==> src/rtl/apb_timer.sv <==
// apb_timer: APB slave countdown timer with a programmable prescaler,
// one-shot or auto-reload operation and a level interrupt.
//
// Handshake: a transfer is requested by PSEL with PENABLE low for one cycle,
// then PSEL and PENABLE held high with PADDR/PWRITE/PWDATA/PSTRB stable until
// the slave answers. PREADY is the slave's "valid" and is high for exactly one
// cycle (ACCESS). PRDATA and PSLVERR carry meaning only in that cycle and read
// as zero otherwise. A write commits on the clock edge that ends ACCESS.
module apb_timer #(
    parameter int PRESCALE_W = 8
) (
    input  logic        PCLK,
    input  logic        PRESETn,
    input  logic        PSEL,
    input  logic        PENABLE,
    input  logic [31:0] PADDR,
    input  logic        PWRITE,
    input  logic [31:0] PWDATA,
    input  logic [3:0]  PSTRB,
    output logic        PREADY,
    output logic        PSLVERR,
    output logic [31:0] PRDATA,
    output logic        IRQ,
    output logic [1:0]  dbg_state
);

    typedef enum logic [1:0] {
        S_IDLE   = 2'd0,
        S_SETUP  = 2'd1,
        S_WAIT   = 2'd2,
        S_ACCESS = 2'd3
    } bus_state_t;

    localparam logic [4:0] OFF_CTRL   = 5'h00;
    localparam logic [4:0] OFF_LOAD   = 5'h04;
    localparam logic [4:0] OFF_COUNT  = 5'h08;
    localparam logic [4:0] OFF_STATUS = 5'h0C;
    localparam logic [4:0] OFF_PRESC  = 5'h10;

    bus_state_t state, state_nxt;

    // Timer registers
    logic                  en, ar, ie;
    logic [31:0]           load;
    logic [31:0]           count;
    logic                  exp_flag;
    logic [PRESCALE_W-1:0] presc;
    logic [PRESCALE_W-1:0] pcnt;

    // Address decode and request qualification
    logic [4:0]  offset;
    logic        addr_err;
    logic        req_err;
    logic        enter_access;
    logic [31:0] rdata_mux;
    logic        unused_addr;

    assign offset       = PADDR[4:0];
    assign unused_addr  = &{1'b0, PADDR[31:5]};
    assign addr_err     = (offset[1:0] != 2'b00) || (offset > OFF_PRESC);
    assign req_err      = addr_err || (PWRITE && (offset == OFF_COUNT));
    assign enter_access = (state == S_WAIT) && PSEL;
    assign dbg_state    = state;

    // Write strobes: only a non-erroring, non-empty write in ACCESS commits
    logic wr_ok, ctrl_wr, load_wr, stat_wr, presc_wr;

    assign wr_ok    = (state == S_ACCESS) && PSEL && PWRITE && !PSLVERR && (PSTRB != 4'b0000);
    assign ctrl_wr  = wr_ok && (offset == OFF_CTRL);
    assign load_wr  = wr_ok && (offset == OFF_LOAD);
    assign stat_wr  = wr_ok && (offset == OFF_STATUS);
    assign presc_wr = wr_ok && (offset == OFF_PRESC);

    // Byte-lane merged write values
    logic [31:0]           load_new;
    logic [PRESCALE_W-1:0] presc_new;
    logic [2:0]            ctrl_new;

    // Merge PWDATA into the current register contents under PSTRB
    always_comb begin
        load_new  = load;
        presc_new = presc;
        ctrl_new  = PSTRB[0] ? PWDATA[2:0] : {ie, ar, en};
        for (int b = 0; b < 4; b++) begin
            if (PSTRB[b]) load_new[8*b +: 8] = PWDATA[8*b +: 8];
        end
        for (int i = 0; i < PRESCALE_W; i++) begin
            if (PSTRB[i >> 3]) presc_new[i] = PWDATA[i];
        end
    end

    // Tick generation; a LOAD write or an EN-clearing write overrides a tick
    logic tick, kill_tick, do_tick, expire;

    assign tick      = en && (pcnt == presc);
    assign kill_tick = load_wr || (ctrl_wr && !ctrl_new[0]);
    assign do_tick   = tick && !kill_tick;
    assign expire    = do_tick && (count == 32'd0);

    // Bus FSM state register
    always_ff @(posedge PCLK or negedge PRESETn) begin
        if (!PRESETn) state <= S_IDLE;
        else          state <= state_nxt;
    end

    // Bus FSM next-state: SETUP -> WAIT -> ACCESS, abort to IDLE if PSEL drops
    always_comb begin
        state_nxt = state;
        case (state)
            S_IDLE:   if (PSEL && !PENABLE) state_nxt = S_SETUP;
            S_SETUP: begin
                if (!PSEL)        state_nxt = S_IDLE;
                else if (PENABLE) state_nxt = S_WAIT;
            end
            S_WAIT:   state_nxt = PSEL ? S_ACCESS : S_IDLE;
            S_ACCESS: state_nxt = (PSEL && !PENABLE) ? S_SETUP : S_IDLE;
            default:  state_nxt = S_IDLE;
        endcase
    end

    // Read mux over the register map
    always_comb begin
        rdata_mux = '0;
        case (offset)
            OFF_CTRL:   rdata_mux = {29'b0, ie, ar, en};
            OFF_LOAD:   rdata_mux = load;
            OFF_COUNT:  rdata_mux = count;
            OFF_STATUS: rdata_mux = {31'b0, exp_flag};
            OFF_PRESC:  rdata_mux = {{(32-PRESCALE_W){1'b0}}, presc};
            default:    rdata_mux = '0;
        endcase
    end

    // Registered response, captured on the edge entering ACCESS
    always_ff @(posedge PCLK or negedge PRESETn) begin
        if (!PRESETn) begin
            PREADY  <= 1'b0;
            PSLVERR <= 1'b0;
            PRDATA  <= '0;
        end else begin
            PREADY  <= enter_access;
            PSLVERR <= enter_access && req_err;
            PRDATA  <= (enter_access && !PWRITE && !req_err) ? rdata_mux : 32'd0;
        end
    end

    // Configuration registers; a CTRL write takes priority over one-shot disable
    always_ff @(posedge PCLK or negedge PRESETn) begin
        if (!PRESETn) begin
            en    <= 1'b0;
            ar    <= 1'b0;
            ie    <= 1'b0;
            load  <= '0;
            presc <= '0;
        end else begin
            if (ctrl_wr)               {ie, ar, en} <= ctrl_new;
            else if (expire && !ar)    en <= 1'b0;
            if (load_wr)  load  <= load_new;
            if (presc_wr) presc <= presc_new;
        end
    end

    // Prescaler: counts while enabled, wraps on tick, cleared when stopped or reloaded
    always_ff @(posedge PCLK or negedge PRESETn) begin
        if (!PRESETn)                                 pcnt <= '0;
        else if (!en || tick || kill_tick)            pcnt <= '0;
        else                                          pcnt <= pcnt + PRESCALE_W'(1);
    end

    // Down-counter: LOAD write copies in, tick decrements or reloads at zero
    always_ff @(posedge PCLK or negedge PRESETn) begin
        if (!PRESETn)              count <= '0;
        else if (load_wr)          count <= load_new;
        else if (do_tick) begin
            if (count != 32'd0)    count <= count - 32'd1;
            else if (ar)           count <= load;
        end
    end

    // Expiry flag: set on expiry beats a simultaneous write-one-to-clear
    always_ff @(posedge PCLK or negedge PRESETn) begin
        if (!PRESETn)                                   exp_flag <= 1'b0;
        else if (expire)                                exp_flag <= 1'b1;
        else if (stat_wr && PSTRB[0] && PWDATA[0])      exp_flag <= 1'b0;
    end

    // Interrupt output registered one cycle behind EXP & IE
    always_ff @(posedge PCLK or negedge PRESETn) begin
        if (!PRESETn) IRQ <= 1'b0;
        else          IRQ <= exp_flag && ie;
    end

endmodule

==> config.mk <==
export PLATFORM = sky130hd
export DESIGN_NAME = apb_timer
export DESIGN_NICKNAME = d
export VERILOG_FILES = /design/src/rtl/apb_timer.sv
export SDC_FILE = /design/constraint.sdc
export NUM_CORES = 1
export LEC_CHECK = 0
export BUFFER_PORTS_ARGS = -buffer_cell sky130_fd_sc_hd__buf_2
export CORE_ASPECT_RATIO = 1.25
export CORE_UTILIZATION = 61
export DETAILED_ROUTE_END_ITERATION = 7
export GPL_ROUTABILITY_DRIVEN = 0
export MAX_ROUTING_LAYER = met4
export PLACE_DENSITY = 0.95
export SETUP_SLACK_MARGIN = 0.1
export SLEW_MARGIN = 20
export SYNTH_ARGS = -nofsm -noshare
export SYNTH_HDL_FRONTEND = slang
export SYNTH_SLANG_ARGS = --single-unit
==> constraint.sdc <==
create_clock -name PCLK -period 4.75 [get_ports PCLK]
set_clock_uncertainty 0.2 [all_clocks]
set_input_delay 1.425 -clock PCLK [delete_from_list [all_inputs] [get_ports PCLK]]
set_output_delay 1.425 -clock PCLK [all_outputs]
set_load 0.005 [all_outputs]
==> metrics.md <==
| Metric | Value |
|---|---|
| Clock-pin slew on the worst setup and hold paths | `about 0.050 ns` |
| Synth Area per Inst | `~10 um^2` |
| Syn Nets | `between 700 and 800` |
| TritonCTS clock tree | `yes` |
| Worst-margin pin slew | `0.880 ns` |
| CP Launch Type | `input pin` |
| Synth top cells by count | `dfrtp_1 (121), nor2_1 (80), mux2_2 (39)` |
| Slew margin rel. | `41.3%` |
| Initial DRC count | `1177` |
| Post-DP HPWL | `12100 um` |
| YS warnings | `0` |
| Setup crit end kind | `flop` |
| Router iterations before antenna repair | `8` |
| Cts bufs inserted | `17` |
| Worst r2r path cells | `9` |
| Reg-to-Reg Start | `count[0]` |
| Tcrit/Tclk final | `between 80% and 90%` |
| Global Route Usage Sum | `41.3%` |
| Post-synth EDFFs | `0` |
| Vias in the first global route | `roughly 6.4k` |
| Post-CTS Setup Bufs | `0` |
| Area Growth Syn to Fin | `19.6%` |
| Final Hold Viols | `0` |
| CTS H-Tree Depth | `4` |
| Root Buffer | `clkbuf_16` |
| Yosys top cell area share | `47.7%` |
| Synthesized area | `6350 um^2` |
| Starting density of the core | `a little over three fifths` |
| Row cnt | `about 40` |
| Distinct cells, synth | `68` |
| Most frequent cell after synthesis | `dfrtp_1` |
| # setup viols final | `0` |
| Top Ports | `110` |
| Crit path from | `PADDR[1]` |
| Sequential cell area | `3030 um^2` |
| Mapped Cells | `642` |
| Post-route ant nets | `0` |
| Global-route wire length before repair | `approximately 32000 um` |
| Max cap viols | `0` |
| Die height | `between 100 and 150 um` |
| Synth top area cells | `dfrtp_1 (48%), mux2_2 (6.9%), nor2_1 (4.7%)` |
| Clock Latency Late Sink | `roughly 0.43 ns` |
| Routed WL | `between 15000 and 20000 um` |
| PortBufs | `between 80 and 90` |
| Hold_sp | `load[7]` |
| Hold path endpoint | `load[7]` |
| Reg-to-reg endpoint | `count[16]` |
| Flops & latches, synth | `~120` |
| Reg2reg setup slack | `1.15 ns` |
| Run status | `complete, but fails checks` |
| Crit-path max FO | `5` |
| CP required | `a little under 5 ns` |
| Via count | `6323` |
| Post-DR vias/cell | `7.34` |
| P_leak | `around 0.0036 uW` |
| Share of layout cells above drive strength 1 | `about a quarter` |
| Final setup margin | `about 0.63 ns` |
| Failing checks | `design-rule violations` |
| # DRC | `24` |
| Yosys top cell by area | `dfrtp_1` |
| Hold Path Depth | `1` |
| Hold buffers post-CTS | `0` |
| Crit path time final | `about 4.1 ns` |
| Hold Path Class | `flop to flop` |
| Sink Count | `~120` |
| Asr flop ratio synth | `100%` |
| WL/cell | `~23 um` |
| Worst vdd ir | `approximately 0.27 mV` |
| NumNets Final | `between 700 and 800` |
| Multi-input gate area | `between 3000 and 4000 um^2` |
| Pwr dens | `352 nW/um^2` |
| Fillers | `between 600 and 700` |
| Initial antenna violation count | `0` |
| Die X | `93.3 um` |
| Place WS | `about 0.5 ns` |
| Maximum number of pins on one net before global-route repair | `66` |
| Unrepaired setup endpoints after global routing | `false` |
| Arr. time, crit path | `roughly 4.3 ns` |
| Worst Setup Path Type | `input pin to flop` |
| CTS resizes | `0` |
| Core area | `roughly 10000 um^2` |
| Setup TNS | `0 ns` |
| Die ar. | `around 11000 um^2` |
| Commonest register cell after synthesis | `dfrtp_1` |
| Longest Clk Path Bufs | `2` |
| Max-slew violation count | `0` |
| Fmax | `roughly 0.24 GHz` |
| Overflow after GRT | `0` |
| Worst hold margin | `approximately 0.31 ns` |
| Seq/Total Area, Yosys | `between 40 and 50%` |
| Diodes inserted | `0` |
[sequential cells by signal, indices dropped and copies added (netlist names), 2 cells and up]
signal and cells:
PRDATA 32, count 32, dbg_state 2, load 32, pcnt 8, presc 8
[final cells by class]
type / count / area share [%]
multi-input cells: 471 / 41.5
flip-flops and latches: 121 / 39.9
repair buffers: 98 / 7.35
clock buffers: 20 / 6.01
clock inverters: 12 / 2.59
well taps: 129 / 2.13
inverters: 11 / 0.544
[worst max path at each step]
stage                     slack (ns)  cells after the start   endpoint
final                           0.63                      7  count[12]
after global routing            0.49                      7  count[12]
after CTS                       0.82                      7   count[8]
after detailed placement        0.50                      7  count[11]
after global placement          0.55                      7  count[11]
after floorplan                 0.90                      6  count[24]
[layout by cell type, fill, tap and decap left out, drive strengths merged, types with 4 or more instances in the layout]
| master | count |
|---|---|
| dfrtp | 121 |
| buf | 98 |
| nor2 | 80 |
| mux2 | 39 |
| a21oi | 37 |
| nand2 | 36 |
| o21ai | 26 |
| a22oi | 26 |
| nand3 | 20 |
| clkbuf | 20 |
| xor2 | 15 |
| nor4 | 15 |
| inv | 11 |
| mux2i | 11 |
| nor3 | 10 |
| or4 | 10 |
| and3 | 9 |
| a31oi | 8 |
| or3 | 8 |
| a222oi | 7 |
| or2 | 6 |
| xnor2 | 6 |
| o31ai | 6 |
| nand2b | 5 |
| nand3b | 5 |
| nor2b | 5 |
| nand4 | 5 |
| o2bb2ai | 5 |
| bufinv | 5 |
| o211ai | 5 |
| a211oi | 4 |
| o22ai | 4 |
| o32ai | 4 |
| o21a | 4 |
| o221ai | 4 |
| o22a | 4 |
| clkinv | 4 |
[worst max-delay path: stages]
cell and delay, ns:
buf_2 0.11, or4b_1 0.63, or4_1 0.63, o2111ai_1 0.49, a21boi_1 0.47, o22a_1 0.31
a32o_1 0.20
[cell families (layout without fill, tap and decap cells)]
family                     Yosys count  after routing  share of synthesized area, %
DFF                                121            121                          47.7
buffers and inverters               50            141                          3.03
adders and majority gates            3              3                         0.591
and+or+nand+nor                    225            225                          18.2
muxes                               50             50                          8.65
AOI/OAI and AO/OA                  172            172                          18.9
xor gates and xnor gates            21             21                          2.90
[metal layers]
metal / routed length [um] / track usage [%] / vias to the layer above
li1: - / - / 2555
met1: 6650 / 46.8 / 2992
met3: 2300 / 13.9 / 195
met5: 0 / - / -
met4: 1540 / 27.3 / 0
met2: 9320 / 62.3 / 581
[report_power, final]
group          switching (uW)  internal, uW  total (uW)
clock                     485           955        1440
combinational             109          60.9         170
sequential               21.2          1040        1060
total                     616          2060        2670
[stage by stage]
| stage | utilization, % | cells | instance area [um^2] | power [uW] |
|---|---|---|---|---|
| after floorplan | - | 642 | 6350 | 1160 |
| after global placement | 68.7 | 830 | 6940 | 1230 |
| after detailed placement | 68.7 | 830 | 6940 | 1240 |
| after CTS | 75.2 | 862 | 7590 | 2660 |
| after global routing | 75.2 | 862 | 7590 | 2740 |
| final | 75.2 | 862 | 7590 | 2670 |
(Power assumes the default switching activity.)
